### config.mk
export PLATFORM = sky130hd
export DESIGN_NAME = alu_arbiter
export DESIGN_NICKNAME = d
export VERILOG_FILES = /design/src/rtl/alu_arbiter.sv
export SDC_FILE = /design/constraint.sdc
export NUM_CORES = 1
export LEC_CHECK = 0
export ABC_AREA = 1
export BUFFER_PORTS_ARGS = -buffer_cell sky130_fd_sc_hd__buf_4
export CAP_MARGIN = 25
export CORE_ASPECT_RATIO = 0.8
export CORE_UTILIZATION = 40
export DETAILED_ROUTE_END_ITERATION = 12
export HOLD_SLACK_MARGIN = 0.03
export PLACE_DENSITY = 0.72
export SLEW_MARGIN = 20
export SYNTH_ARGS = -nofsm -noshare
export SYNTH_HDL_FRONTEND = slang
export SYNTH_SLANG_ARGS = --single-unit
### constraint.sdc
create_clock -name clk -period 3.7 [get_ports clk]
set_input_delay 0.555 -clock clk [delete_from_list [all_inputs] [get_ports clk]]
set_output_delay 0.555 -clock clk [all_outputs]
set_load 0.01 [all_outputs]
### src/rtl/alu_arbiter.sv
// alu_arbiter: shares one registered-output ALU between two requesters, round-robin, one op in flight
// Ports: clk, rst (asynchronous, active-high)
//   rq0_*/rq1_*  : valid/ready op channels carrying x, y and ctl {zx,nx,zy,ny,f,no}
//   alu_x/alu_y/alu_ctl : operands and control to the ALU; alu_out : its result one cycle later
//   resp_*       : valid/ready response carrying requester id, result and zr/ng flags
// Optional: define ALU_ARBITER_FLAGS_EN to build the zr/ng flags; otherwise both read 0.
module alu_arbiter #(
  parameter int W = 16,
  parameter int CTL_W = 6
) (
  input  logic             clk,
  input  logic             rst,
  input  logic             rq0_valid,
  output logic             rq0_ready,
  input  logic [W-1:0]     rq0_x,
  input  logic [W-1:0]     rq0_y,
  input  logic [CTL_W-1:0] rq0_ctl,
  input  logic             rq1_valid,
  output logic             rq1_ready,
  input  logic [W-1:0]     rq1_x,
  input  logic [W-1:0]     rq1_y,
  input  logic [CTL_W-1:0] rq1_ctl,
  output logic [W-1:0]     alu_x,
  output logic [W-1:0]     alu_y,
  output logic [CTL_W-1:0] alu_ctl,
  input  logic [W-1:0]     alu_out,
  output logic             resp_valid,
  input  logic             resp_ready,
  output logic             resp_id,
  output logic [W-1:0]     resp_out,
  output logic             resp_zr,
  output logic             resp_ng
);
  typedef enum logic [1:0] {IDLE, EXEC, CAPT, RESP} state_t;
  state_t           r_state;
  logic             r_prio;
  logic             r_op_id;
  logic [W-1:0]     r_alu_x;
  logic [W-1:0]     r_alu_y;
  logic [CTL_W-1:0] r_alu_ctl;
  logic             r_resp_valid;
  logic             r_resp_id;
  logic [W-1:0]     r_resp_out;
  logic             w_any;
  logic             w_win;
  logic             w_acc;
  assign w_any = rq0_valid | rq1_valid;
  // a lone requester wins outright; a tie goes to the priority pointer
  assign w_win = (rq0_valid & rq1_valid) ? r_prio : rq1_valid;
  // ready is held low while reset is asserted even though the state already reads IDLE
  assign w_acc = (r_state == IDLE) & w_any & ~rst;
  assign rq0_ready = w_acc & ~w_win;
  assign rq1_ready = w_acc & w_win;
  assign alu_x = r_alu_x;
  assign alu_y = r_alu_y;
  assign alu_ctl = r_alu_ctl;
  assign resp_valid = r_resp_valid;
  assign resp_id = r_resp_id;
  assign resp_out = r_resp_out;
  // the operand registers double as the ALU drive, so they hold the last op outside EXEC
  always_ff @(posedge clk or posedge rst)
    if (rst) begin
      r_state <= IDLE;
      r_prio <= 1'b0;
      r_op_id <= 1'b0;
      r_alu_x <= '0;
      r_alu_y <= '0;
      r_alu_ctl <= '0;
      r_resp_valid <= 1'b0;
      r_resp_id <= 1'b0;
      r_resp_out <= '0;
    end else
      case (r_state)
        IDLE:
          if (w_any) begin
            r_state <= EXEC;
            r_prio <= ~w_win;
            r_op_id <= w_win;
            r_alu_x <= w_win ? rq1_x : rq0_x;
            r_alu_y <= w_win ? rq1_y : rq0_y;
            r_alu_ctl <= w_win ? rq1_ctl : rq0_ctl;
          end
        EXEC: r_state <= CAPT;
        CAPT: begin
          r_state <= RESP;
          r_resp_valid <= 1'b1;
          r_resp_out <= alu_out;
          r_resp_id <= r_op_id;
        end
        RESP:
          if (resp_ready) begin
            r_state <= IDLE;
            r_resp_valid <= 1'b0;
          end
        default: r_state <= IDLE;
      endcase
`ifdef ALU_ARBITER_FLAGS_EN
  logic r_resp_zr;
  logic r_resp_ng;
  // flags are sampled from alu_out on the same edge that captures resp_out
  always_ff @(posedge clk or posedge rst)
    if (rst) begin
      r_resp_zr <= 1'b0;
      r_resp_ng <= 1'b0;
    end else if (r_state == CAPT) begin
      r_resp_zr <= alu_out == '0;
      r_resp_ng <= alu_out[W-1];
    end
  assign resp_zr = r_resp_zr;
  assign resp_ng = r_resp_ng;
`else
  assign resp_zr = 1'b0;
  assign resp_ng = 1'b0;
`endif
endmodule

==> results.py, run 1 <==
metrics = {
    "worst_setup_path": {
        "timing.rr.end": "resp_id",
        "setup.worst_path.class": "in -> out",
        "cp_peak_stage_delay_ns": 0.37,
        "crit_path_max_fanout": 41,
        "arr_time_crit_path_ns": 1.73,
        "cp_cell_sequence": "buf_4, nand2_1, buf_4, inv_1, nor3_1, buf_4",
        "regToRegStartpoint": "r_state[0]",
        "reg2reg_depth": 4,
        "reg2reg_slack_ns": 1.57,
        "critical-path-top-cell-by-count": "sky130_fd_sc_hd__buf_4",
        "critical-path-slowest-cell": "sky130_fd_sc_hd__buf_4",
        "worstSetupStartpointType": "input port",
        "worstPathRequired_ns": 3.14,
        "critPathCaptureType": "output port",
    },
    "timing": {
        "worst_pin_slew_ns": 0.850,
        "min_period_over_period_pct": 61.9,
        "timing.final.crit_period_ns": 2.29,
        "setup_tns_ns": 0,
        "fmax_mhz": 437,
        "rsz0062_at_grt": "false",
        "fin_worst_hold_slack_ns": 0.404,
        "timing.clock.skew_ns": 0.00885,
        "timing.slew.headroom_pct": 43.2,
        "final_report_hold_violation_count": 0,
        "final_max_slew_viol_count": 0,
        "setup_viol": 0,
    },
    "grt": {
        "antenna_found_initial": 0,
        "overflow": 0,
        "first_global_vias": 2748,
        "grt_pass1_wl_um": 13000,
        "gr-usage-all-layers_pct": 20.7,
        "grt_start_max_net_pins": 43,
    },
    "clock_network": {
        "cts_buffer_depth": 2,
        "post_cts_setup_repair_bufs": 0,
        "root_buffer_cell": "sky130_fd_sc_hd__clkbuf_8",
        "cts_tree": "built",
        "clk_latency_ns": 0.33,
        "cts_sink_cnt": 60,
        "post_cts.resized_instances": 0,
        "ctsHoldBuffers": 0,
        "tritoncts.num_buffers": 9,
        "clock_tree.htree_level_count": 3,
        "clk_transition_reported_paths_ns": 0.07,
    },
    "power": {
        "power_density_nw_per_um2": 749,
        "p_total_mw": 3.39,
        "vdd_drop_max_v": 0.000328,
        "power.leakage_nw": 2.76,
    },
    "layout": {
        "final_core_utilization_pct": 60.7,
        "share_of_post_route_cells_with_drive_strength_above_1_pct": 30.5,
        "areaGrowthSynthToFinish_pct": 45.4,
        "num_antenna_cells": 0,
        "final_nets": 683,
        "post_layout_nonfiller_instances": 692,
    },
    "worst_hold_path": {
        "hold_path_class": "in -> async",
    },
    "synth": {
        "avgSynthCellArea_um2": 7.11,
        "synth-seq-cells": 60,
        "synth.mux.area_fraction_pct": 0,
        "synth_seq_area_share_pct": 48.2,
        "synthXorXnorAreaFrac_pct": 0,
        "synth_adder_area_share_pct": 1.61,
        "synth_compound_gate_area_share_pct": 1.29,
        "post_synth_main_area_contributors": "sky130_fd_sc_hd__dfrtp_1 48%, sky130_fd_sc_hd__nand2_1 21%, sky130_fd_sc_hd__nand3_1 13%",
        "synth_warnings": 0,
        "dominant_combinational_cell_family_by_area_after_synthesis": "simple AND/OR/NAND/NOR gates",
        "synth_cells": 438,
        "synthDistinctLibCells": 19,
        "synth_simple_gate_area_share_pct": 34.3,
        "post-synth-top-area-fraction_pct": 48.2,
        "synth_area_um2": 3110,
        "synth_largest_area_cell": "sky130_fd_sc_hd__dfrtp_1",
    },
    "placed_design": {
        "detailedPlacementHpwl_um": 5840,
        "gp_routability_congestion": 0.762,
        "port-buffer-count": 154,
        "post-place-cells": 676,
    },
    "run_status": {
        "result_of_the_run": "finished clean",
    },
    "floorplanning": {
        "io_pins": 157,
        "effective_utilization_at_floorplan_pct": 41.7,
        "num_rows": 28,
        "die_outline_height_um": 80.9,
        "floorplan.die.width_um": 101,
        "core_um2": 7460,
        "die_footprint_um2": 8140,
    },
    "routing": {
        "wire_per_inst_um": 11.7,
        "drt-vias-per-instance": 4.47,
        "num_vias": 3093,
        "totalWireLength_um": 8120,
        "drt_first_iter_violations": 93,
        "drt.antenna.violating_nets": 0,
        "drt_first_pass_iters": 4,
        "route.detailed.drc": 0,
    },
    "job": {
        "max-cap-violations": 0,
    },
}
==> area by class of cell <==
class | instances | area [µm²]
multi-input cells | 268 | 1170
repair buffers | 158 | 1190
clock buffers | 9 | 124
inverters | 85 | 319
well taps | 105 | 131
fillers | 683 | 2930
clock inverters | 7 | 100
flip-flops and latches | 60 | 1500
==> metrics by stage <==
step | setup WS (ns) | instance area, µm²
after floorplan | 1.66 | 3120
after global placement | 1.43 | 4300
after detailed placement | 1.42 | 4300
after CTS | 1.43 | 4530
after global routing | 1.25 | 4530
final | 1.41 | 4530
==> kinds of logic (layout without fill, tap and decap cells) <==
logic type,after synthesis,in the layout
and+or+nand+nor,257,257
buffers and inverters,111,259
DFF,60,60
AOI/OAI and AO/OA,5,5
adders and majority gates,4,4
other,1,2
==> state kept, by name, summed over array words and instances, names as in the netlist <==
| signal | flops |
|---|---|
| alu_x | 16 |
| alu_y | 16 |
| resp_out | 16 |
| alu_ctl | 6 |
| r_state | 2 |
| r_op_id | 1 |
| r_prio | 1 |
| resp_id | 1 |
| resp_valid | 1 |
==> how the worst max path moves through the flow <==
stage	cells past startpoint	startpoint	end
finish	6	rq1_valid	rq0_ready
global route	6	rq1_valid	rq0_ready
detailed placement	6	rq1_valid	rq0_ready
global placement	6	rq1_valid	rq0_ready
CTS	5	r_state[0]	rq0_ready
floorplan	1	rst	alu_ctl[0]
==> critical path, delay by kind of cell <==
kind | cells | cell delay [ns]
simple gates | 2 | 0.28
buf+inv | 4 | 0.89
==> routing by layer <==
layer	share of wire [%]	GRT usage, %
met5	0	0
met4	1.1	6.96
met3	8.8	4.56
met2	44	33.2
met1	46	28.0
==> synthesized netlist by cell type <==
master and count:
sky130_fd_sc_hd__nand3_1 78, sky130_fd_sc_hd__buf_1 2, sky130_fd_sc_hd__or2_2 2, sky130_fd_sc_hd__dfrtp_1 60, sky130_fd_sc_hd__nor2_1 2, sky130_fd_sc_hd__buf_6 1
sky130_fd_sc_hd__inv_2 1, sky130_fd_sc_hd__buf_2 12, sky130_fd_sc_hd__buf_4 3, sky130_fd_sc_hd__clkbuf_1 8, sky130_fd_sc_hd__o2bb2ai_1 1, sky130_fd_sc_hd__inv_1 83
sky130_fd_sc_hd__ha_1 4, sky130_fd_sc_hd__o21ai_0 3, sky130_fd_sc_hd__conb_1 1, sky130_fd_sc_hd__nand2_1 174, sky130_fd_sc_hd__nor3_1 1, sky130_fd_sc_hd__o21ai_4 1
sky130_fd_sc_hd__clkinv_1 1
==> placed cells by master (no fill, tap or decap) <==
cell                         count
sky130_fd_sc_hd__dfrtp_1        60
sky130_fd_sc_hd__o2bb2ai_1       1
sky130_fd_sc_hd__clkinv_1        1
sky130_fd_sc_hd__inv_2           2
sky130_fd_sc_hd__clkinvlp_4      3
sky130_fd_sc_hd__bufinv_16       2
sky130_fd_sc_hd__nand3_1        78
sky130_fd_sc_hd__nor3_1          1
sky130_fd_sc_hd__clkinv_4        1
sky130_fd_sc_hd__nand2_1       174
sky130_fd_sc_hd__ha_1            4
sky130_fd_sc_hd__inv_1          82
sky130_fd_sc_hd__o21ai_4         1
sky130_fd_sc_hd__or2_2           2
sky130_fd_sc_hd__inv_6           1
sky130_fd_sc_hd__nor2_1          2
sky130_fd_sc_hd__o21ai_0         3
sky130_fd_sc_hd__clkbuf_8        9
sky130_fd_sc_hd__conb_1          2
sky130_fd_sc_hd__buf_4         158
==> where the power goes <==
group / switching [mW] / internal (mW) / total, mW
combinational: 0.844 / 0.704 / 1.55
sequential: 0.200 / 0.989 / 1.19
clock: 0.275 / 0.382 / 0.657
total: 1.32 / 2.07 / 3.39
(Power assumes the default switching activity.)
==> run 2: changes to the inputs <==
PLACE_DENSITY = 0.74   (was 0.72)
clock period = 1.97 ns   (was 3.7 ns; I/O delays follow)
==> results.py, run 2 (synthesized netlist as in run 1, its figures left out) <==
metrics = {
    "run_status": {
        "result_of_the_run": "finished clean",
    },
    "clock_network": {
        "cts_sink_cnt": 60,
        "clk_transition_reported_paths_ns": 0.08,
        "clock_tree.htree_level_count": 3,
        "tritoncts.num_buffers": 9,
        "root_buffer_cell": "sky130_fd_sc_hd__clkbuf_8",
        "post_cts_setup_repair_bufs": 0,
        "cts_tree": "built",
        "ctsHoldBuffers": 0,
        "clk_latency_ns": 0.33,
        "post_cts.resized_instances": 0,
        "cts_buffer_depth": 2,
    },
    "grt": {
        "grt_start_max_net_pins": 39,
        "grt_pass1_wl_um": 13800,
        "antenna_found_initial": 0,
        "gr-usage-all-layers_pct": 22.0,
        "overflow": 0,
        "first_global_vias": 3134,
    },
    "timing": {
        "final_report_hold_violation_count": 0,
        "worst_pin_slew_ns": 0.560,
        "final_max_slew_viol_count": 0,
        "timing.final.crit_period_ns": 1.79,
        "rsz0062_at_grt": "false",
        "timing.clock.skew_ns": 0.0102,
        "setup_viol": 0,
        "min_period_over_period_pct": 91.1,
        "fmax_mhz": 557,
        "timing.slew.headroom_pct": 62.6,
        "setup_tns_ns": 0,
    },
    "layout": {
        "final_nets": 689,
        "share_of_post_route_cells_with_drive_strength_above_1_pct": 31.2,
        "most-common-layout-cells": "174 x sky130_fd_sc_hd__nand2_1, 162 x sky130_fd_sc_hd__buf_4, 82 x sky130_fd_sc_hd__inv_1, 78 x sky130_fd_sc_hd__nand3_1, 60 x sky130_fd_sc_hd__dfrtp_1",
        "post_layout_nonfiller_instances": 698,
        "areaGrowthSynthToFinish_pct": 47.7,
        "num_antenna_cells": 0,
        "mostFrequentLayoutCell": "sky130_fd_sc_hd__nand2_1",
    },
    "worst_setup_path": {
        "cp_cell_sequence": "inv_1, ha_1, o21ai_4, nor3_1, buf_4",
        "worstSetupEndpoint": "rq0_ready",
        "crit_path_max_fanout": 6,
        "cp.depth": 5,
        "reg2reg_slack_ns": 0.42,
        "critical-path-slowest-cell": "sky130_fd_sc_hd__dfrtp_1",
        "worstSetupStartpointType": "register",
        "setup.worst_path.class": "reg -> out",
        "critPathCaptureType": "output port",
        "worstPathRequired_ns": 1.67,
        "path_delay_family": "flip-flops",
        "regToRegStartpoint": "r_state[0]",
        "timing.rr.end": "alu_x[4]",
        "cp_peak_stage_delay_ns": 0.40,
        "reg2reg_depth": 7,
        "timing.critical_path.buf_inv": 2,
        "critical_path.startpoint": "r_state[0]",
        "arr_time_crit_path_ns": 1.50,
    },
    "placed_design": {
        "post-place-cells": 682,
        "gp_routability_congestion": 0.758,
        "detailedPlacementHpwl_um": 6190,
        "port-buffer-count": 154,
    },
    "routing": {
        "num_vias": 3210,
        "totalWireLength_um": 8560,
        "drt.antenna.violating_nets": 0,
        "wire_per_inst_um": 12.3,
        "drt-vias-per-instance": 4.60,
        "drt_first_iter_violations": 102,
        "drt_first_pass_iters": 4,
        "route.detailed.drc": 0,
    },
    "power": {
        "power_density_nw_per_um2": 1410,
        "power.leakage_nw": 2.80,
        "vdd_drop_max_v": 0.000552,
    },
    "floorplanning": {
        "die_footprint_um2": 8140,
        "core_um2": 7460,
        "effective_utilization_at_floorplan_pct": 41.7,
        "num_rows": 28,
        "die_outline_height_um": 80.9,
        "floorplan.die.width_um": 101,
        "io_pins": 157,
    },
    "worst_hold_path": {
        "hold_path_class": "in -> async",
    },
    "job": {
        "max-cap-violations": 0,
    },
}
==> run 2: changes by cell type in the layout (fill, tap and decap cells not counted) <==
cell                         change
sky130_fd_sc_hd__buf_4           +4
sky130_fd_sc_hd__buf_12          +2
sky130_fd_sc_hd__clkinv_4        +2
sky130_fd_sc_hd__clkinvlp_4      -1
sky130_fd_sc_hd__inv_6           -1
==> run 2: worst min path at each step <==
stage	endpoint	slack (ns)	from	cells past startpoint
2_1_floorplan	resp_out[0]	0.41	alu_out[0]	2
3_3_place_gp	alu_y[8]	0.39	rst	2
3_5_place_dp	alu_y[15]	0.41	rst	2
4_1_cts	alu_y[8]	0.04	rst	2
5_1_grt	alu_y[10]	0.06	rst	2
6_report	alu_y[8]	0.03	rst	2
==> run 2: power breakdown <==
group | leakage, nW | internal (mW) | switching, mW | total, mW
registers | 0.732 | 1.86 | 0.369 | 2.23
logic | 1.96 | 1.39 | 1.61 | 3.00
clock network | 0.106 | 0.718 | 0.525 | 1.24
==> run 2: final cells by class <==
cell class                      instances  area (µm²)
Multi-Input combinational cell        268        1170
Fill cell                             680        2860
Clock buffer                            9         124
Sequential cell                        60        1500
Inverter                               85         319
Clock inverter                          7         101
Timing Repair Buffer                  164        1260
Tap cell                              105         131
==> run 2: layer usage <==
metal	wire, µm	vias to the layer above	GRT usage [%]
li1	-	1597	-
met1	3730	1446	26.2
met2	3980	149	37.6
met3	677	18	6.20
met4	172	0	9.13
met5	0	-	0
==> run 2: worst register-to-register path: stages (launching register included) <==
cell and delay, ns:
sky130_fd_sc_hd__dfrtp_1 0.40, sky130_fd_sc_hd__inv_1 0.11, sky130_fd_sc_hd__ha_1 0.24, sky130_fd_sc_hd__o21ai_4 0.10, sky130_fd_sc_hd__inv_2 0.26, sky130_fd_sc_hd__buf_12 0.21, sky130_fd_sc_hd__nand3_1 0.09, sky130_fd_sc_hd__nand2_1 0.07
==> run 2: stage by stage <==
| stage | cell area [µm²] | setup WS, ns | total power [mW] | utilization, % | hold WS (ns) |
|---|---|---|---|---|---|
| 2_1_floorplan | 3120 | 0.190 | 3.80 | - | 0.408 |
| 3_3_place_gp | 4370 | 0.499 | 5.17 | 58.6 | 0.385 |
| 3_5_place_dp | 4370 | 0.419 | 5.28 | 58.6 | 0.414 |
| 4_1_cts | 4600 | 0.153 | 6.54 | 61.6 | 0.0369 |
| 5_1_grt | 4600 | 0.0650 | 7.01 | 61.6 | 0.0612 |
| 6_report | 4600 | 0.175 | 6.47 | 61.6 | 0.0266 |
==> run 3: changes to the inputs <==
ABC_AREA = not set   (was 1)
PLACE_DENSITY = 0.76   (was 0.74)
==> results.py, run 3 <==
metrics = {
    "run_status": {
        "result_of_the_run": "finished clean",
    },
    "worst_setup_path": {
        "arr_time_crit_path_ns": 1.55,
        "worstPathRequired_ns": 1.67,
        "reg2reg_slack_ns": 0.41,
        "setup.worst_path.class": "reg -> out",
        "critPathCaptureType": "output port",
        "reg2reg_depth": 4,
        "worstSetupStartpointType": "register",
        "crit_path_max_fanout": 10,
        "timing.rr.end": "alu_x[7]",
        "regToRegStartpoint": "r_prio",
    },
    "synth": {
        "synth_largest_area_cell": "sky130_fd_sc_hd__dfrtp_1",
        "yosys_most_used_dff": "sky130_fd_sc_hd__dfrtp_1",
        "yosys.cell_count.top_type": "sky130_fd_sc_hd__dfrtp_1",
        "synth_seq_area_share_pct": 53.1,
        "synth_cells": 287,
        "post_synth_main_area_contributors": "sky130_fd_sc_hd__dfrtp_1 53%, sky130_fd_sc_hd__a31oi_1 8.6%, sky130_fd_sc_hd__mux2_2 7.2%",
        "synthDistinctLibCells": 25,
        "synth_warnings": 0,
        "avgSynthCellArea_um2": 9.85,
        "post-synth-top-area-fraction_pct": 53.1,
        "ys_top_cells_by_count": "60 x sky130_fd_sc_hd__dfrtp_1, 42 x sky130_fd_sc_hd__nor2_1, 40 x sky130_fd_sc_hd__a21oi_1",
        "synth_area_um2": 2830,
        "synth-seq-cells": 60,
        "synth-edff-count": 0,
        "ys_async_sr_fraction_pct": 100,
    },
    "clock_network": {
        "clk_transition_reported_paths_ns": 0.06,
        "cts_buffer_depth": 2,
        "cts_tree": "built",
        "root_buffer_cell": "sky130_fd_sc_hd__clkbuf_8",
        "ctsHoldBuffers": 0,
        "clock_tree.htree_level_count": 3,
        "cts_sink_cnt": 60,
        "clk_latency_ns": 0.33,
        "tritoncts.num_buffers": 9,
    },
    "timing": {
        "final_report_hold_violation_count": 0,
        "timing.final.crit_period_ns": 1.85,
        "setup_viol": 0,
        "fmax_mhz": 541,
        "min_period_over_period_pct": 93.9,
        "rsz0062_at_grt": "false",
        "setup_tns_ns": 0,
        "timing.slew.headroom_pct": 66.7,
        "final_max_slew_viol_count": 0,
        "worst_pin_slew_ns": 0.499,
        "timing.clock.skew_ns": 0.00496,
    },
    "floorplanning": {
        "effective_utilization_at_floorplan_pct": 41.2,
        "core_um2": 6860,
        "die_outline_height_um": 77.2,
        "num_rows": 27,
        "floorplan.die.width_um": 96.0,
        "io_pins": 157,
        "die_footprint_um2": 7410,
    },
    "routing": {
        "drt_first_iter_violations": 200,
        "totalWireLength_um": 8070,
        "drt.antenna.violating_nets": 0,
        "drt_first_pass_iters": 5,
        "route.detailed.drc": 0,
        "wire_per_inst_um": 15.3,
        "drt-vias-per-instance": 5.40,
        "num_vias": 2852,
    },
    "layout": {
        "areaGrowthSynthToFinish_pct": 50.6,
        "num_antenna_cells": 0,
        "final_nets": 537,
        "share_of_post_route_cells_with_drive_strength_above_1_pct": 45.6,
        "final_core_utilization_pct": 62.1,
        "post_layout_nonfiller_instances": 528,
        "most-common-layout-cells": "164 x sky130_fd_sc_hd__buf_4, 60 x sky130_fd_sc_hd__dfrtp_1, 42 x sky130_fd_sc_hd__nor2_1, 40 x sky130_fd_sc_hd__a21oi_1, 39 x sky130_fd_sc_hd__a31oi_1",
        "mostFrequentLayoutCell": "sky130_fd_sc_hd__buf_4",
        "finish.instance_area_um2": 4260,
        "final.fill_count": 582,
    },
    "power": {
        "power.combinational.fraction_pct": 47.4,
        "share_seq_of_total_power_pct": 34.1,
        "power_density_nw_per_um2": 1540,
        "cellInternalPower_mw": 4.22,
        "clkPwrFrac_pct": 18.5,
        "power.share.switching_pct": 35.8,
        "vdd_drop_max_v": 0.000971,
        "switchingPower_mw": 2.35,
        "power.leakage_nw": 2.00,
    },
    "job": {
        "max-cap-violations": 0,
    },
    "placed_design": {
        "post-place-cells": 511,
        "port-buffer-count": 154,
        "detailedPlacementHpwl_um": 5660,
        "gp_routability_congestion": 0.742,
        "placed_area_um2": 4010,
    },
    "worst_hold_path": {
        "hold_path_class": "in -> async",
    },
    "grt": {
        "gr-usage-all-layers_pct": 22.5,
        "first_global_vias": 2774,
        "grt_pass1_wl_um": 12700,
        "grt_start_max_net_pins": 39,
        "overflow": 0,
        "antenna_found_initial": 0,
    },
}
run 3: cell count changes after synthesis, sizes merged, moves of 4 or more:
cell   delta
nand2   -172
inv      -79
nand3    -77
a21oi    +40
nor2     +40
a31oi    +39
o21ai    +35
mux2     +18
buf       +4
run 3: cell type report:
class / count / area (µm²) / area share (%)
inverter: 5 / 18.8 / 0.441
tap: 87 / 109 / 2.56
clock inverter: 4 / 72.6 / 1.70
multi-input combinational: 194 / 1140 / 26.9
clock buffer: 12 / 145 / 3.41
timing repair buffer: 166 / 1270 / 29.7
sequential: 60 / 1500 / 35.3
run 3: critical path, cell delays in order (launching register included):
cell	delay, ns
sky130_fd_sc_hd__dfrtp_1	0.40
sky130_fd_sc_hd__nand2b_1	0.34
sky130_fd_sc_hd__a211oi_1	0.32
sky130_fd_sc_hd__buf_4	0.16
run 3: power by group through the flow:
| stage | clock (mW) | combinational (mW) | sequential, mW |
|---|---|---|---|
| final | 1.22 | 3.11 | 2.24 |
| after global routing | 1.31 | 3.44 | 2.31 |
| after CTS | 1.25 | 3.11 | 2.24 |
| after detailed placement | 0 | 3.10 | 2.25 |
| after global placement | 0 | 3.01 | 2.23 |
| after floorplan | 0 | 1.47 | 2.47 |
run 3: how the worst max path moves through the flow:
stage                    start          to  slack (ns)  depth (start not counted)
floorplan                  rst  alu_ctl[0]        0.19                          1
global placement     rq1_valid    alu_x[7]        0.27                          4
detailed placement   rq1_valid   alu_y[12]        0.16                          4
CTS                 r_state[0]   rq0_ready        0.05                          5
global route            r_prio   rq1_ready       0.005                          4
finish                  r_prio   rq0_ready        0.12                          3
run 3: repair_timing:
item,CTS,global route
gates resized for setup,1,1
setup buffers,0,0
endpoints found under the setup margin,1,1
pin swaps,0,0
hold endpoints to repair,0,0
run 3: through the flow:
stage,total power [mW],hold slack [ns],setup WS [ns]
3_5_place_dp,5.35,0.400,0.156
6_report,6.56,0.0365,0.121
2_1_floorplan,3.94,0.404,0.190
5_1_grt,7.06,0.0670,0.00504
3_3_place_gp,5.24,0.393,0.269
4_1_cts,6.60,0.0359,0.0497
run 3: cells by family (layout without fill, tap and decap cells):
family / Yosys count / count (layout) / synth area share, %
multiplexers: 19 / 19 / 7.52
AND/OR/NAND/NOR: 48 / 48 / 6.73
adder cells (fa/ha/maj): 4 / 4 / 1.77
other: 1 / 2 / 0.133
buffers and inverters: 34 / 187 / 7.26
flip-flops: 60 / 60 / 53.1
AO/OA/AOI/OAI: 121 / 121 / 23.5
run 3: routing by layer:
metal | track usage, % | vias to the layer above | wire length (µm)
met4 | 6.42 | 0 | 64
li1 | - | 1316 | -
met2 | 36.0 | 148 | 3870
met5 | 0 | - | 0
met3 | 7.84 | 6 | 832
met1 | 28.6 | 1382 | 3310
